File: src/rtl/music_player.sv
// music_player: ROM-driven square-wave tune player with per-step timing and optional looping
module music_player #(
    parameter int CLK_HZ      = 100_000_000,
    parameter int STEP_CYCLES = 12_500_000,
    parameter int SONG_LEN    = 160
) (
    input  logic       clk,
    input  logic       rst_n,
    input  logic       play,
    input  logic       loop,
    input  logic [7:0] note,
    output logic [7:0] address,
    output logic       buzzer,
    output logic       playing,
    output logic       done
);
    typedef enum logic [2:0] {IDLE, ADDR, WAIT, LOAD, PLAY} state_t;

    localparam real SEMI = 1.0594630943592953;

    // Half-period in clocks for note code n; 0 marks a rest code.
    function automatic int div_of(input int n);
        real f;
        f = 440.0;
        if (n < 1 || n > 48) return 0;
        for (int i = 21; i < n; i++) f = f * SEMI;
        for (int i = n; i < 21; i++) f = f / SEMI;
        return $rtoi(real'(CLK_HZ) / (2.0 * f) + 0.5);
    endfunction

    localparam int         DW   = $clog2(div_of(1) + 1);
    localparam int         SW   = $clog2(STEP_CYCLES + 1);
    localparam logic [7:0] LAST = 8'(SONG_LEN - 1);

    logic [DW-1:0] w_div [64];
    for (genvar g = 0; g < 64; g++) begin : g_div
        assign w_div[g] = DW'(div_of(g));
    end

    state_t        r_state, w_state;
    logic [7:0]    r_addr, w_addr, r_cur, w_cur;
    logic [SW-1:0] r_step, w_step;
    logic [DW-1:0] r_tone, w_tone, w_d;
    logic          r_buzz, w_buzz, r_done, w_done, r_playing, w_pitched;

    assign w_pitched = (r_cur != 8'd0) && (r_cur <= 8'd48);
    assign w_d       = w_div[r_cur[5:0]];

    // Next-state, step timing, note latching and tone generation.
    always_comb begin
        w_state = r_state;
        w_addr  = r_addr;
        w_step  = r_step + SW'(1);
        w_tone  = r_tone;
        w_buzz  = r_buzz;
        w_cur   = r_cur;
        w_done  = 1'b0;
        if (!w_pitched) begin
            w_tone = '0;
            w_buzz = 1'b0;
        end else if (r_tone == w_d - DW'(1)) begin
            w_tone = '0;
            w_buzz = ~r_buzz;
        end else begin
            w_tone = r_tone + DW'(1);
        end
        case (r_state)
            IDLE: begin
                w_state = play ? ADDR : IDLE;
                w_step  = '0;
            end
            ADDR: w_state = WAIT;
            WAIT: w_state = LOAD;
            LOAD: begin
                w_state = PLAY;
                w_cur   = note;
                if (note != r_cur) begin
                    w_tone = '0;
                    w_buzz = 1'b0;
                end
            end
            PLAY: begin
                if (r_step == SW'(STEP_CYCLES - 1)) begin
                    w_step = '0;
                    if (r_addr < LAST) begin
                        w_addr  = r_addr + 8'd1;
                        w_state = ADDR;
                    end else if (loop) begin
                        w_addr  = 8'd0;
                        w_state = ADDR;
                    end else begin
                        w_done  = 1'b1;
                        w_state = IDLE;
                    end
                end
            end
            default: w_state = IDLE;
        endcase
        if (r_state != IDLE && !play) begin
            w_state = IDLE;
            w_done  = 1'b0;
        end
        if (w_state == IDLE) begin
            w_addr = 8'd0;
            w_step = '0;
            w_tone = '0;
            w_buzz = 1'b0;
            w_cur  = 8'd0;
        end
    end

    // State and output registers with asynchronous clear.
    always_ff @(posedge clk or negedge rst_n) begin
        if (!rst_n) begin
            r_state   <= IDLE;
            r_addr    <= 8'd0;
            r_step    <= '0;
            r_tone    <= '0;
            r_buzz    <= 1'b0;
            r_cur     <= 8'd0;
            r_done    <= 1'b0;
            r_playing <= 1'b0;
        end else begin
            r_state   <= w_state;
            r_addr    <= w_addr;
            r_step    <= w_step;
            r_tone    <= w_tone;
            r_buzz    <= w_buzz;
            r_cur     <= w_cur;
            r_done    <= w_done;
            r_playing <= (w_state != IDLE);
        end
    end

    assign address = r_addr;
    assign buzzer  = r_buzz;
    assign playing = r_playing;
    assign done    = r_done;
endmodule
File: config.mk
export PLATFORM = sky130hd
export DESIGN_NAME = music_player
export DESIGN_NICKNAME = d
export VERILOG_FILES = /design/src/rtl/music_player.sv
export SDC_FILE = /design/constraint.sdc
export NUM_CORES = 1
export LEC_CHECK = 0
export BUFFER_PORTS_ARGS = -buffer_cell sky130_fd_sc_hd__buf_2
export CORE_AREA = 5 5 108 110
export DETAILED_ROUTE_END_ITERATION = 16
export DIE_AREA = 0 0 113 115
export GPL_TIMING_DRIVEN = 1
export PLACE_DENSITY_LB_ADDON = 0.2
export SLEW_MARGIN = 30
export SYNTH_ARGS = -nofsm -noshare
export SYNTH_HDL_FRONTEND = slang
export SYNTH_SLANG_ARGS = --single-unit
File: constraint.sdc
create_clock -name clk -period 4 [get_ports clk]
set_input_delay 0.6 -clock clk [delete_from_list [all_inputs] [get_ports clk]]
set_output_delay 0.6 -clock clk [all_outputs]
set_load 0.01 [all_outputs]
After elaboration in Yosys (flattened, before gate mapping)
Memories as Yosys holds them, arrays and structs flattened.
Index checks and enable logic that the tools add are counted.
W data, S select, Z words.
{ "word_totals": {"register_bits": 65, "latchBits": 0, "ramBits": 0, "romBits": 1216, "input_bits": 12, "output_inout_bits": 11, "word_cells": 71, "memories": 1} }
{ "classes": {"addsub": 4, "mul": 0, "n_div": 0, "order_cmp": 3, "eq_ne": 7, "shifts": 0, "mux": 33, "bitwise": 2, "n_reduce_logical": 13} }
{ "mem_list": {"columns": ["name", "words", "width", "rd", "rd_ports_with_merged_regs", "write_ports", "line_no", "rtl"], "rows": [
  ["(no name shown)", 64, 19, 1, 0, 0, "47", "assign w_d = w_div[r_cur[5:0]];"]
]} }
{ "op_table": {"columns": ["cell", "n"], "rows": [
  ["$mux W19", 7],
  ["$mux W8", 7],
  ["$mux W24", 2],
  ["$pmux W24 S2", 1],
  ["$add A24 B1 Y24 const B", 1],
  ["$eq A24 B24 Y1 const B", 1],
  ["$add A19 B1 Y19 const B", 1],
  ["$eq A19 B19 Y1", 1],
  ["$sub A19 B1 Y19 const B", 1],
  ["$pmux W3 S5", 1],
  ["$mux W1", 13],
  ["$reduce_bool A3 Y1", 3],
  ["$add A8 B1 Y8 const B", 1],
  ["$le A8 B6 Y1 const B", 1],
  ["$lt A8 B8 Y1 const B", 1],
  ["$ne A8 B8 Y1", 1],
  ["$reduce_bool A8 Y1", 1],
  ["$ge A7 B7 Y1 const B", 1],
  ["$not A6 Y7", 1],
  ["$eq A3 B2 Y1 const B", 2],
  ["$logic_not A3 Y1", 2],
  ["$mux W3", 2],
  ["$reduce_bool A2 Y1", 3],
  ["$eq A3 B1 Y1 const B", 1],
  ["5 further kinds", 6]
]} }

Logic depth before layout (Yosys ltp)
Gate-level depths: netlist (run 1).
{ "logic_depth": {"ltp_word": 11, "depth_mapped": 18, "mapped_depth_nobuf": 14} }

Least setup slack after synthesis (run 1)
No wires, ideal clock.
{ "synth_timing": {"path_kind": "register to register", "startpoint": "reg r_cur[1]", "endpoint": "reg r_tone[11]", "arrival_ns": 4.018, "setup_slack_ns": -0.161, "path_stages_with_launch": 19, "n_path_buf": 4, "period_less_slack_ns": 4.161, "cell_sequence": "dfrtp_1 buf_2 buf_2 inv_1 ha_1 buf_2 nand2_1 a311oi_1 a32oi_2 inv_1 ha_1 nand2_1 nor2_1 nand4_1 a2111oi_2 nand4_2 nor3_4 buf_8 nor3_2"} }
{ "synth_between": {"elab_chain_cells": 11, "word_cells_on_any_way": 15} }
{ "synth_rtl": {"columns": ["item", "line_no", "rtl"], "rows": [
  ["start, declared", "41", "logic [7:0] r_addr, w_addr, r_cur, w_cur;"],
  ["start signal, assigned", "129", "r_cur <= w_cur;"],
  ["$not A6 Y7 (not written as such)", "47", null],
  ["$mem_v2 Z64 W19", null, null],
  ["$mux W19 (not written as such) (2 in a row)", "47", null],
  ["$sub A19 B1 Y19", "61", "end else if (r_tone == w_d - DW'(1)) begin"],
  ["$eq A19 B19 Y1", "61", null],
  ["$mux W19", "61", null],
  ["$mux W19", "58", "if (!w_pitched) begin"],
  ["$mux W19", "77", "if (note != r_cur) begin"],
  ["$mux W19 (*)", "67", "case (r_state)"],
  ["$mux W19 (*)", "103", "if (w_state == IDLE) begin"],
  ["via w_tone[11]", "43", "logic [DW-1:0] r_tone, w_tone, w_d;"],
  ["end signal, assigned", "127", "r_tone <= w_tone;"],
  ["end, declared", "43", null]
]} }
The timed path passes the listed nets; every way through them passes the cells marked *. The select of a mux whose other input is x is not followed.
A chain may end at the register's enable or synchronous reset.

Worst setup path after layout (run 1)
{ "layout_timing": {"startpoint": "reg r_cur[0]", "endpoint": "reg r_buzz (netlist: buzzer)"} }
{ "layout_between": {"elab_chain_cells": 11, "word_cells_on_any_way": 15} }
{ "layout_rtl": {"columns": ["item", "line_no", "rtl"], "rows": [
  ["$not A6 Y7 (not written as such)", "47", null],
  ["$mem_v2 Z64 W19", null, null],
  ["$mux W19 (not written as such) (2 in a row)", "47", null],
  ["$sub A19 B1 Y19", "61", null],
  ["$eq A19 B19 Y1", "61", null],
  ["$mux W1", "61", null],
  ["$mux W1", "58", null],
  ["$mux W1", "77", null],
  ["$mux W1 (*)", "67", null],
  ["$mux W1 (*)", "103", null],
  ["via w_buzz", "44", "logic r_buzz, w_buzz, r_done, w_done, r_playing, w_pitched;"],
  ["end signal, assigned", "128", "r_buzz <= w_buzz;"],
  ["end, declared", "44", null]
]} }
Marks and branches as above.

==> Implementation_results.wiki, run 1 <==
{| class="wikitable"
! Metric !! Value
|-
| Maximum VDD drop || 212 uV
|-
| Number of buffers added on ports || 22
|-
| Area Overhead vs Synth || 9.79%
|-
| Maximum clock skew at final layout || 0.0109 ns
|-
| Maximum number of pins on one net before global-route repair || 39
|-
| Share of power burned in registers || 32.9%
|-
| Die Footprint || 0.0130 sq mm
|-
| Finish-stage setup viols || 0
|-
| Post-synthesis compound-gate area fraction || 21.2%
|-
| Kind of start point of the critical path || register
|-
| GRT overflow || 0
|-
| Fraction of final layout cells with drive strength greater than 1 || about a fifth
|-
| Initial DRC Count || 335
|-
| Met1 capacity usage during global routing || 31.2%
|-
| I/O pin cnt || 23
|-
| Combined area of all synthesized cells || a little under 0.006 sq mm
|-
| Max Fanout on Critical Path || 15
|-
| Setup total negative slack || 0 ns
|-
| Global-route track usage on met2 || between 30% and 40%
|-
| Sequential area share after synthesis || 27.9%
|-
| Main combinational cell family by area after synthesis || simple AND/OR/NAND/NOR gates
|-
| Clock buffer count from CTS || 9
|-
| Share of power burned in combinational logic || 37.4%
|-
| First-pass GRT wire length || 25,500 um
|-
| Arrival time at the worst endpoint || 4.07 ns
|-
| Initial antenna violation count || 0
|-
| Most area-hungry cell type in the Yosys netlist || dfrtp_1
|-
| Fmax || between 200 and 300 MHz
|-
| Vias in the first global route || approximately 5,200
|-
| WP data required || 4.28 ns
|-
| Max-Cap Viols || 0
|-
| Detailed-route via count || between 5,000 and 6,000
|-
| Starting density of the core || 55.0%
|-
| Synth Warn # || 0
|-
| Net switching fraction of the power || 34.5%
|-
| Met3 Use GR || 4.53%
|-
| RePlAce Congestion || a little over 1
|-
| Worst Path Class, Setup || reg -> reg
|-
| Half-perimeter wire length after detailed placement || 11,300 um
|-
| Ant diodes || 0
|-
| Max-slew headroom || between 40 and 50%
|-
| Count of flip-flops with a built-in enable after synthesis || 0
|-
| Final Instance Count excl. Fillers || 848
|-
| Clock power share || ~30%
|-
| Synthesized-area fraction occupied by adder cells || 3.39%
|-
| Crit path cell chain || buf_4 -> ha_1 -> nor2_1 -> o31ai_1 -> a211o_1 -> a211oi_2 -> buf_4 -> and3_1 -> nand2_1 -> xnor2_1 -> a2111o_1 -> or4_1 -> a21oi_1
|-
| Final critical-path share of the clock period || roughly 95%
|-
| Count of nets left with antenna violations after detail routing || 0
|-
| # clock sinks || 65
|-
| Clock-pin transition on the worst setup and hold timing paths || around 0.07 ns
|-
| Delay contributed by the slowest stage of the critical path || 0.51 ns
|-
| Synth Register Bits || 65
|-
| Prevailing post-synth register cell || dfrtp_1
|-
| Die height || 115 um
|-
| Clk Latency, worst-skew pair || 0.35 ns
|-
| Pleak || 2.55 nW
|-
| Width of the die || 113 um
|-
| Core Region || 0.0106 sq mm
|-
| Most common cell on crit path || buf_4
|-
| Residual DRC || 0
|-
| Multiplexer fraction of the synthesized cell area || approximately 2.1%
|-
| Path class of the lowest-slack min-delay path || in -> async
|-
| Final Critical Period || roughly 3.8 ns
|-
| Category of the worst setup path capture point || register
|-
| Cell count after synthesis || 678
|-
| Status || complete, no violations
|-
| Number of iterations in the first detailed-routing pass || 7
|-
| Power per cell area || ~330 mW/mm^2
|-
| Total nets after synthesis || approximately 710
|-
| # rows || 38
|-
| Hold Vio Cnt, Final || 0
|-
| Final net count || 730
|-
| Slowest stage cell, crit path || a2111o_1
|-
| Synth async-reset ratio || 100%
|-
| Total power || 0.00209 W
|-
| CTS tree || built
|-
| Number of distinct library cell variants in the gate-level netlist after synthesis || 99
|-
| Clock buffer depth || 2
|-
| Share of the synthesized area in the top cell type || 27.9%
|-
| Detail-routed via count per cell || 6.18
|-
| Total Routing Usage GR || 24.2%
|-
| Final routed wire length divided by cell count || 18.0 um
|-
| Top Usage Layer GRT || met2
|-
| Placed insts || 831
|-
| Synth Area in XOR/XNOR || 9.47%
|-
| Mean instance size in the synthesized netlist || 8.60 sq um
|-
| RSZ-0062 raised after global routing || no
|-
| Post-synthesis share of cell area spent on and, or, nand and nor gates || between 20% and 30%
|-
| Pins Over Slew Limit || 0
|-
| Clock Root Buffer || clkbuf_8
|-
| Top cells by area, synth || dfrtp_1 (28%), xnor2_1 (5.3%), nor2_1 (5.0%)
|-
| H-Tree Level Count || 3
|-
| Int Pwr || approximately 0.0014 W
|-
| Net switching power figure || just over 0.0007 W
|-
| Sum of routed wire length over all layers || 15,300 um
|-
| Slew at the pin with the worst max-slew slack || between 0.8 and 0.9 ns
|}
[logic make-up (layout without fill, tap and decap cells)]
| family | count (synthesis) | count (layout) |
|---|---|---|
| flip-flops | 65 | 65 |
| XOR/XNOR | 63 | 63 |
| multiplexers | 10 | 10 |
| adder cells (fa/ha/maj) | 16 | 16 |
| AO/OA/AOI/OAI | 155 | 155 |
| buffers and inverters | 56 | 86 |
| AND/OR/NAND/NOR | 313 | 313 |
[worst max-delay path: cells and delay by family, from the launching register on]
kind / cells / cell delay, ns
compound gates: 5 / 1.43
xor+xnor: 1 / 0.14
fa+ha+maj: 1 / 0.35
buf+inv: 2 / 0.42
flops: 1 / 0.41
simple gates: 4 / 0.96
[flip-flops by register name (all words and copies together) (netlist names)]
| signal | count |
|---|---|
| r_cur | 8 |
| r_state | 3 |
| address | 8 |
| buzzer | 1 |
| playing | 1 |
| r_step | 24 |
| r_tone | 19 |
| done | 1 |
[cell usage after synthesis (4+ instances only)]
cell type  number
a31oi_1         5
nor3_1         19
mux2i_1         4
a21oi_1        31
nand2_1        54
nand2b_1       21
a211oi_1        7
o22ai_1         7
o21a_1          4
inv_1          12
o21ai_0        16
nor2_1         78
and2_1          6
or2_2           7
buf_2          13
nand3b_1        6
a311oi_1        5
nor4_1          4
o2111ai_1       4
nand4_1        15
nor2b_1        13
o211ai_1        5
nand4b_1        6
ha_1           15
nor3b_1         4
xnor2_1        35
clkbuf_1       12
dfrtp_1        65
nand3_1        24
and3_1         21
buf_6           9
nor3_2         10
xor2_1         28
mux2_2          4
a2bb2oi_1       4
[cell type report]
class / count / area [sq um]
Multi-Input combinational cell: 557 / 3910
Clock buffer: 11 / 141
Tap cell: 140 / 175
Sequential cell: 65 / 1630
Timing Repair Buffer: 56 / 415
Inverter: 14 / 52.6
Clock inverter: 5 / 78.8
Fill cell: 946 / 4200
[worst paths after layout]
kind,startpoint,end,slack [ns],cells past startpoint
setup / recovery,r_cur[0]$_DFFE_PN0P_,buzzer$_DFF_PN0_,0.21,13
hold / removal,rst_n,address[7]$_DFFE_PN0P_,0.34,1
setup reg to reg,r_cur[0]$_DFFE_PN0P_,buzzer$_DFF_PN0_,0.21,13
hold reg to reg,r_step[0]$_DFF_PN0_,r_step[0]$_DFF_PN0_,0.50,1
max in group asynchronous,rst_n,r_step[17]$_DFF_PN0_,2.78,2
min in group clk,r_step[0]$_DFF_PN0_,r_step[0]$_DFF_PN0_,0.50,1
[power by group through the flow]
| stage | clock, W | combinational, W | sequential (W) |
|---|---|---|---|
| final | 0.000620 | 0.000782 | 0.000687 |
| after global routing | 0.000672 | 0.000847 | 0.000689 |
| after global placement | 0 | 0.000741 | 0.000698 |
| after floorplan | 0 | 0.000587 | 0.000692 |
| after CTS | 0.000639 | 0.000750 | 0.000686 |
| after detailed placement | 0 | 0.000746 | 0.000699 |
[repair_timing]
action / 4_1_cts / 5_1_grt
setup buffers: 0 / 1
setup endpoints to repair: 0 / 20
resized for setup: 0 / 12
hold buffers: 0 / 0
[cell usage in the layout, fill, tap and decap left out, types with 10 or more instances in the layout]
cell type / Yosys / routed
inv_1: 12 / 12
nor3_1: 19 / 19
nand2_1: 54 / 52
xor2_1: 28 / 28
and3_1: 21 / 20
nand3_1: 24 / 24
nor3_2: 10 / 10
ha_1: 15 / 12
o21ai_0: 16 / 16
dfrtp_1: 65 / 63
xnor2_1: 35 / 35
a21oi_1: 31 / 31
nor2b_1: 13 / 13
buf_2: 13 / 22
nand2b_1: 21 / 21
buf_4: 2 / 30
clkbuf_8: 0 / 10
nand4_1: 15 / 15
nor2_1: 78 / 77
[metal layers]
layer	vias up	wire (um)	part of all wire, %
met5	-	0	0
met4	0	610	4.0
met3	45	873	5.7
met2	184	7100	46
met1	2487	6680	44
li1	2523	-	-
[stage by stage]
step	worst slack, ns	utilization [%]	area [sq um]	hold WS [ns]
2_1_floorplan	0.0347	-	5860	0.304
3_3_place_gp	0.108	57.8	6130	0.476
3_5_place_dp	0.0455	57.8	6130	0.489
4_1_cts	0.0236	59.9	6350	0.350
5_1_grt	0.00103	60.4	6400	0.400
6_report	0.206	60.4	6400	0.344
(Power assumes the default switching activity.)
==> run 2: changes to the inputs <==
--- a/config.mk
+++ b/config.mk
@@ -12,3 +12,3 @@
 export GPL_TIMING_DRIVEN = 1
-export PLACE_DENSITY_LB_ADDON = 0.2
+export PLACE_DENSITY = 0.76
 export SLEW_MARGIN = 30
==> constraint.sdc (replaced) <==
create_clock -name clk -period 4 [get_ports clk]
set_input_delay 0.4 -clock clk [delete_from_list [all_inputs] [get_ports clk]]
set_output_delay 0.4 -clock clk [all_outputs]
set_load 0.01 [all_outputs]
==> run 2 against run 1 <==
Net effect: cell count increased by 0.35%; register-to-register slack got worse by 0.12 ns; fmax decreased by 3.0%; largest power group unchanged; sequential share of layout area increased by 0.15 points; utilization decreased by 0.48 points; hold slack got worse by 0.30 ns; global-route usage increased by 0.11 points; final area decreased by 0.80%; clock skew decreased by 0.0036 ns; combinational power increased by 3.3%.
==> Implementation_results.wiki, run 2 (same netlist as run 1, synthesis figures left out) <==
{| class="wikitable"
! Metric !! Value
|-
| Status || complete, no violations
|-
| Final instance area || 0.00635 sq mm (-0.80%)
|-
| Crit path cell chain || buf_4 -> ha_1 -> nand2b_1 -> o22ai_1 -> nor4_2 -> o21ai_2 -> nor3_4 -> nand4_1 -> xnor2_1 -> a2111o_1 -> or4_1 -> a21oi_1
|-
| # rows || 38 (unchanged)
|-
| RePlAce Congestion || 0.977 (-6.0%)
|-
| Slowest stage cell, crit path || or4_1
|-
| Largest registers || r_step: 24 flops, r_tone: 19 flops
|-
| Cell area reported after detailed placement || 0.00616 sq mm (+0.37%)
|-
| Vias in the first global route || 5,343 (+2.7%)
|-
| Starting density of the core || 55.0% (unchanged)
|-
| Clock Root Buffer || clkbuf_8
|-
| Detailed-route via count || 5,394 (+3.0%)
|-
| Initial antenna violation count || 0 (unchanged)
|-
| Number of iterations in the first detailed-routing pass || 5 (-2)
|-
| First-pass GRT wire length || 25,900 um (+1.3%)
|-
| Category of the worst setup path capture point || register
|-
| Initial DRC Count || 346 (+3.3%)
|-
| Most used cells in the layout excluding fill and tap cells || nor2_1 (77), dfrtp_1 (64), nand2_1 (52)
|-
| Kind of start point of the critical path || register
|-
| CTS tree || built
|-
| Final Critical Period || 3.91 ns (+0.116 ns)
|-
| Cell count of the worst reg-to-reg path || 12 (-1)
|-
| Core Region || 0.0106 sq mm (unchanged)
|-
| Path class of the lowest-slack min-delay path || in -> async
|-
| # clock sinks || 65 (unchanged)
|-
| Buf+Inv Stages, Crit Path || 1 (-1)
|-
| Slew at the pin with the worst max-slew slack || 0.857 ns (+0.0321 ns)
|-
| Area Overhead vs Synth || 8.91%
|-
| WP data required || 4.27 ns (about the same)
|-
| Register ranked first by flip-flop count || r_step
|-
| Die height || 115 um (unchanged)
|-
| Clock-pin transition on the worst setup and hold timing paths || 0.07 ns (about the same)
|-
| Arrival time at the worst endpoint || 4.18 ns (+0.11 ns)
|-
| GRT overflow || 0 (unchanged)
|-
| Clock buffer count from CTS || 9 (unchanged)
|-
| Maximum VDD drop || 314 uV (+48%)
|-
| Ant diodes || 0 (unchanged)
|-
| Capturing point of the worst reg2reg path || buzzer$_DFF_PN0_
|-
| Count of nets left with antenna violations after detail routing || 0 (unchanged)
|-
| Maximum number of pins on one net before global-route repair || 47 (+21%)
|-
| RSZ-0062 raised after global routing || no
|-
| Final routed wire length divided by cell count || 18.3 um (+1.7%)
|-
| Die Footprint || 0.0130 sq mm (unchanged)
|-
| H-Tree Level Count || 3 (unchanged)
|-
| Maximum clock skew at final layout || 0.00732 ns (-0.00359 ns)
|-
| Number of buffers added on ports || 22 (unchanged)
|-
| Fraction of final layout cells with drive strength greater than 1 || 19.3% (-0.51 points)
|-
| Delay contributed by the slowest stage of the critical path || 0.50 ns (about the same)
|-
| Max-slew headroom || 42.2% (-2.2 points)
|-
| Total Routing Usage GR || 24.3% (+0.11 points)
|-
| Max Fanout on Critical Path || 21 (+6)
|-
| Power per cell area || 310 mW/mm^2 (-4.9%)
|-
| Sum of routed wire length over all layers || 15,600 um (+2.1%)
|-
| Final net count || 734 (+0.55%)
|-
| Width of the die || 113 um (unchanged)
|-
| Most common cell after layout, fill and taps aside || nor2_1
|-
| Worst Path Class, Setup || reg -> reg
|-
| Setup total negative slack || 0 ns (unchanged)
|-
| Max-Cap Viols || 0 (unchanged)
|-
| Final critical-path share of the clock period || 97.7% (+2.9 points)
|-
| Pleak || 2.53 nW (-0.54%)
|-
| Fmax || 256 MHz (-3.0%)
|-
| Detail-routed via count per cell || 6.34 (+2.6%)
|-
| Startpoint of the lowest-slack register-to-register path || r_cur[1]$_DFFE_PN0P_
|-
| Clock buffer depth || 2 (unchanged)
|-
| Largest register FFs || 24 (unchanged)
|-
| Residual DRC || 0 (unchanged)
|-
| Hold Vio Cnt, Final || 0 (unchanged)
|-
| Clk Latency, worst-skew pair || 0.34 ns (about the same)
|-
| Worst path top cell family by delay || simple AND/OR/NAND/NOR gates
|-
| Half-perimeter wire length after detailed placement || 11,500 um (+2.3%)
|-
| Finish-stage setup viols || 0 (unchanged)
|-
| Final hold slack || 0.0484 ns (-0.296 ns)
|-
| Pins Over Slew Limit || 0 (unchanged)
|-
| Worst reg-to-reg setup slack || 0.09 ns (-0.12 ns)
|-
| I/O pin cnt || 23 (unchanged)
|}
run 2: changes by cell type in the layout (fill, tap and decap cells not counted), sizes merged:
cell	previous run	this run
bufinv	2	0
clkbuf	11	12
buf	56	60
clkinv	3	2
clkinvlp	0	1
run 2: what timing repair did:
item                       4_1_cts  5_1_grt
setup buffers                    0        1
setup endpoints to repair        0       18
hold buffers                     0        0
resized for setup                0        4
run 2: how the worst max path moves through the flow:
stage	from	to	slack, ns	depth (start not counted)
finish	r_cur[1]$_DFFE_PN0P_	buzzer$_DFF_PN0_	0.09	12
global route	r_cur[3]$_DFFE_PN0P_	r_tone[6]$_DFF_PN0_	0.03	13
CTS	r_cur[1]$_DFFE_PN0P_	r_tone[6]$_DFF_PN0_	0.12	13
detailed placement	r_cur[1]$_DFFE_PN0P_	r_tone[6]$_DFF_PN0_	0.13	13
global placement	r_cur[1]$_DFFE_PN0P_	buzzer$_DFF_PN0_	0.20	12
floorplan	r_cur[0]$_DFFE_PN0P_	r_tone[11]$_DFF_PN0_	0.03	14
run 2: area by class of cell:
class                           count  area (sq um)
Clock buffer                       12           145
Clock inverter                      3          17.5
Fill cell                         900          4250
Inverter                           14          52.6
Multi-Input combinational cell    557          3890
Sequential cell                    65          1630
Tap cell                          140           175
Timing Repair Buffer               60           435
run 2: metal layers:
| metal | up-vias | share of wire (%) | track usage (%) |
|---|---|---|---|
| li1 | 2536 | - | - |
| met1 | 2566 | 42 | 30.9 |
| met2 | 239 | 48 | 39.6 |
| met3 | 53 | 7.2 | 5.00 |
| met4 | 0 | 3.4 | 11.9 |
| met5 | - | 0 | 0 |
run 2: metrics by stage:
stage	instances	total power, W	utilization [%]	setup slack, ns
after floorplan	678	0.00128	-	0.0347
after global placement	835	0.00145	58.0	0.204
after detailed placement	835	0.00147	58.1	0.134
after CTS	850	0.00195	59.6	0.123
after global routing	851	0.00207	59.9	0.0306
final	851	0.00197	59.9	0.0901
run 2: power by group:
part,switching (W),internal (W)
clock network,0.000241,0.000236
logic,0.000467,0.000341
registers,0.0000167,0.000669
total,0.000725,0.00125
==> run 3: changes to the inputs <==
CORE_AREA = 5 5 104 106   (was 5 5 108 110)
DIE_AREA = 0 0 109 111   (was 0 0 113 115)
PLACE_DENSITY = 0.78   (was 0.76)
clock period = 5 ns   (was 4 ns; I/O delays follow)
==> run 3 against run 2 <==
Net effect: clock power is 16% lower; critical path type unchanged; largest power group unchanged; first-iteration DRC count is 17% higher; combinational power is 27% lower.
==> Implementation_results.wiki, run 3 (same netlist as run 1, synthesis figures left out) <==
{| class="wikitable"
! Metric !! Value
|-
| RePlAce Congestion || 1.02 (+4.2%)
|-
| Final Critical Period || 4.51 ns (+0.599 ns)
|-
| Slew at the pin with the worst max-slew slack || 0.871 ns (+0.0138 ns)
|-
| RSZ-0062 raised after global routing || no
|-
| Share of power burned in combinational logic || 38.4% (-2.6 points)
|-
| Pleak || 2.42 nW (-4.5%)
|-
| Clock-pin transition on the worst setup and hold timing paths || 0.09 ns (+0.02 ns)
|-
| Initial antenna violation count || 0 (unchanged)
|-
| Final net count || 713 (-2.9%)
|-
| WP data required || 5.23 ns (+0.96 ns)
|-
| Clk Latency, worst-skew pair || 0.35 ns (about the same)
|-
| Clock Root Buffer || clkbuf_8
|-
| Arrival time at the worst endpoint || 4.74 ns (+0.56 ns)
|-
| Path class of the lowest-slack min-delay path || in -> async
|-
| Final critical-path share of the clock period || 90.2% (-7.6 points)
|-
| Worst Slack Setup Final || 0.491 ns (+0.401 ns)
|-
| Slowest stage cell, crit path || a2111oi_2
|-
| Post-Place Worst Slack || 0.650 ns (+0.516 ns)
|-
| Max-Cap Viols || 0 (unchanged)
|-
| Total Routing Usage GR || 26.6% (+2.2 points)
|-
| Status || complete, no violations
|-
| Fill cells || 860 (-4.4%)
|-
| Maximum number of pins on one net before global-route repair || 66 (+40%)
|-
| Postcts setup bufs || 0 (unchanged)
|-
| Vias in the first global route || 5,182 (-3.0%)
|-
| Max Fanout on Critical Path || 19 (-9.5%)
|-
| Int Pwr || 0.000947 W (-24%)
|-
| H-Tree Level Count || 3 (unchanged)
|-
| Largest register FFs || 24 (unchanged)
|-
| Detailed-route via count || 5,335 (-1.1%)
|-
| Max-slew headroom || 42.0% (-0.30 points)
|-
| Worst Path Class, Setup || reg -> reg
|-
| Core occupancy in the finished layout || 63.0% (+3.1 points)
|-
| Sum of routed wire length over all layers || 15,500 um (-0.33%)
|-
| Core Region || 0.00968 sq mm (-8.7%)
|-
| Register ranked first by flip-flop count || r_step
|-
| Residual DRC || 0 (unchanged)
|-
| First-pass GRT wire length || 26,000 um (+0.37%)
|-
| # clock sinks || 65 (unchanged)
|-
| Largest registers || r_step: 24 flops, r_tone: 19 flops
|-
| Pins Over Slew Limit || 0 (unchanged)
|-
| Starting density of the core || 60.2% (+5.2 points)
|-
| GRT overflow || 0 (unchanged)
|-
| Routed wl met2 || 7160 um (-3.5%)
|-
| Die Footprint || 0.0121 sq mm (-6.9%)
|-
| Die height || 111 um (-3.5%)
|-
| Count of nets left with antenna violations after detail routing || 0 (unchanged)
|-
| Kind of start point of the critical path || register
|-
| Finish-stage setup viols || 0 (unchanged)
|-
| Maximum clock skew at final layout || 0.0164 ns (+0.00908 ns)
|-
| Initial DRC Count || 404 (+17%)
|-
| Hold Vio Cnt, Final || 0 (unchanged)
|-
| Power per cell area || 253 mW/mm^2 (-18%)
|-
| Half-perimeter wire length after detailed placement || 11,100 um (-3.6%)
|-
| Net switching fraction of the power || 38.7% (+2.0 points)
|-
| Maximum VDD drop || 177 uV (-44%)
|-
| # rows || 36 (-5.3%)
|-
| Width of the die || 109 um (-3.5%)
|-
| Net switching power figure || 0.000599 W (-17%)
|-
| Final routed wire length divided by cell count || 18.9 um (+3.1%)
|-
| Delay contributed by the slowest stage of the critical path || 0.53 ns (+0.03 ns)
|-
| Number of buffers added on ports || 22 (unchanged)
|-
| CTS tree || built
|-
| Fraction of final layout cells with drive strength greater than 1 || 16.2% (-3.0 points)
|-
| Area Overhead vs Synth || 4.70%
|-
| Top sig layer || met4
|-
| Clock buffer count from CTS || 9 (unchanged)
|-
| Most common cell after layout, fill and taps aside || nor2_1
|-
| Clock power share || 25.9% (+1.7 points)
|-
| Number of iterations in the first detailed-routing pass || 5 (unchanged)
|-
| Share of power burned in registers || 35.7% (+0.9 points)
|-
| Detail-routed via count per cell || 6.48 (+2.3%)
|-
| Setup total negative slack || 0 ns (unchanged)
|-
| Routed metal-1 wire length || 6600 um (+1.4%)
|-
| Crit path cell chain || inv_1 -> ha_1 -> nand2b_1 -> o2111a_1 -> nor4_4 -> nand2_1 -> nor2_1 -> nand4_1 -> a2111oi_2 -> nand4_2 -> nor3_4 -> buf_4 -> nor3_1
|-
| Total power || 0.00155 W (-22%)
|-
| Most used cells in the layout excluding fill and tap cells || nor2_1 (78), dfrtp_1 (64), nand2_1 (54)
|-
| Category of the worst setup path capture point || register
|-
| Number of gates given a new drive strength after cts || 0 (unchanged)
|-
| Clock buffer depth || 2 (unchanged)
|-
| Number of hold-repair buffers added at the cts stage || 0 (unchanged)
|-
| Met3 routed WL || 1250 um (+12%)
|-
| Fmax || 222 MHz (-13%)
|-
| Ant diodes || 0 (unchanged)
|-
| I/O pin cnt || 23 (unchanged)
|}
## run 3: cell types whose count changed in the layout (fill, tap and decap cells not counted), moves of 2 or more
cell / change
clkinv_4: +3
nand2_2: -2
clkbuf_1: -2
buf_4: -19
nand2_1: +2
buf_12: -3
## run 3: worst paths after layout
path                                 startpoint                    to  slack (ns)  cells after the start
setup reg to reg           r_cur[0]$_DFFE_PN0P_   r_tone[7]$_DFF_PN0_        0.49                     13
hold reg to reg            r_state[2]$_DFF_PN0_  r_state[1]$_DFF_PN0_        0.52                      1
setup / recovery           r_cur[0]$_DFFE_PN0P_   r_tone[7]$_DFF_PN0_        0.49                     13
max in group asynchronous                 rst_n  r_cur[2]$_DFFE_PN0P_        4.10                      2
hold / removal                            rst_n  r_tone[14]$_DFF_PN0_        0.33                      2
min in group clk                        note[5]  r_cur[5]$_DFFE_PN0P_        0.41                      3
## run 3: through the flow
step           area, sq um  instances  hold slack [ns]
6_report              6100        823            0.326
5_1_grt               6100        823            0.390
4_1_cts               6100        823            0.334
3_5_place_dp          5930        808            0.506
3_3_place_gp          5930        808            0.472
2_1_floorplan         5830        678            0.204
## run 3: cell type report
type / instances / area [sq um] / share of cell area [%]
multi-input cells: 557 / 3850 / 63.1
flip-flops and latches: 65 / 1630 / 26.7
repair buffers: 39 / 238 / 3.90
well taps: 133 / 166 / 2.73
clock buffers: 9 / 124 / 2.03
inverters: 14 / 52.6 / 0.861
clock inverters: 6 / 45.0 / 0.738
## run 3: critical path, delay by kind of cell, from the launching register on
kind	cells	cell delay, ns
AO/OA/AOI/OAI	2	0.86
AND/OR/NAND/NOR	8	2.07
buffers and inverters	2	0.54
flip-flops	1	0.38
adder cells (fa/ha/maj)	1	0.52
## run 3: power by group through the flow
stage	registers, W	clock network [W]	logic, W
2_1_floorplan	0.000553	0	0.000461
3_3_place_gp	0.000560	0	0.000561
3_5_place_dp	0.000561	0	0.000576
4_1_cts	0.000551	0.000414	0.000579
5_1_grt	0.000553	0.000432	0.000632
6_report	0.000551	0.000401	0.000593
## run 3: routing by layer
metal  up-vias  global-route usage, %
li1       2482                      -
met1      2551                   36.0
met2       256                   41.4
met3        46                   4.43
met4         0                   11.7
met5         -                      0
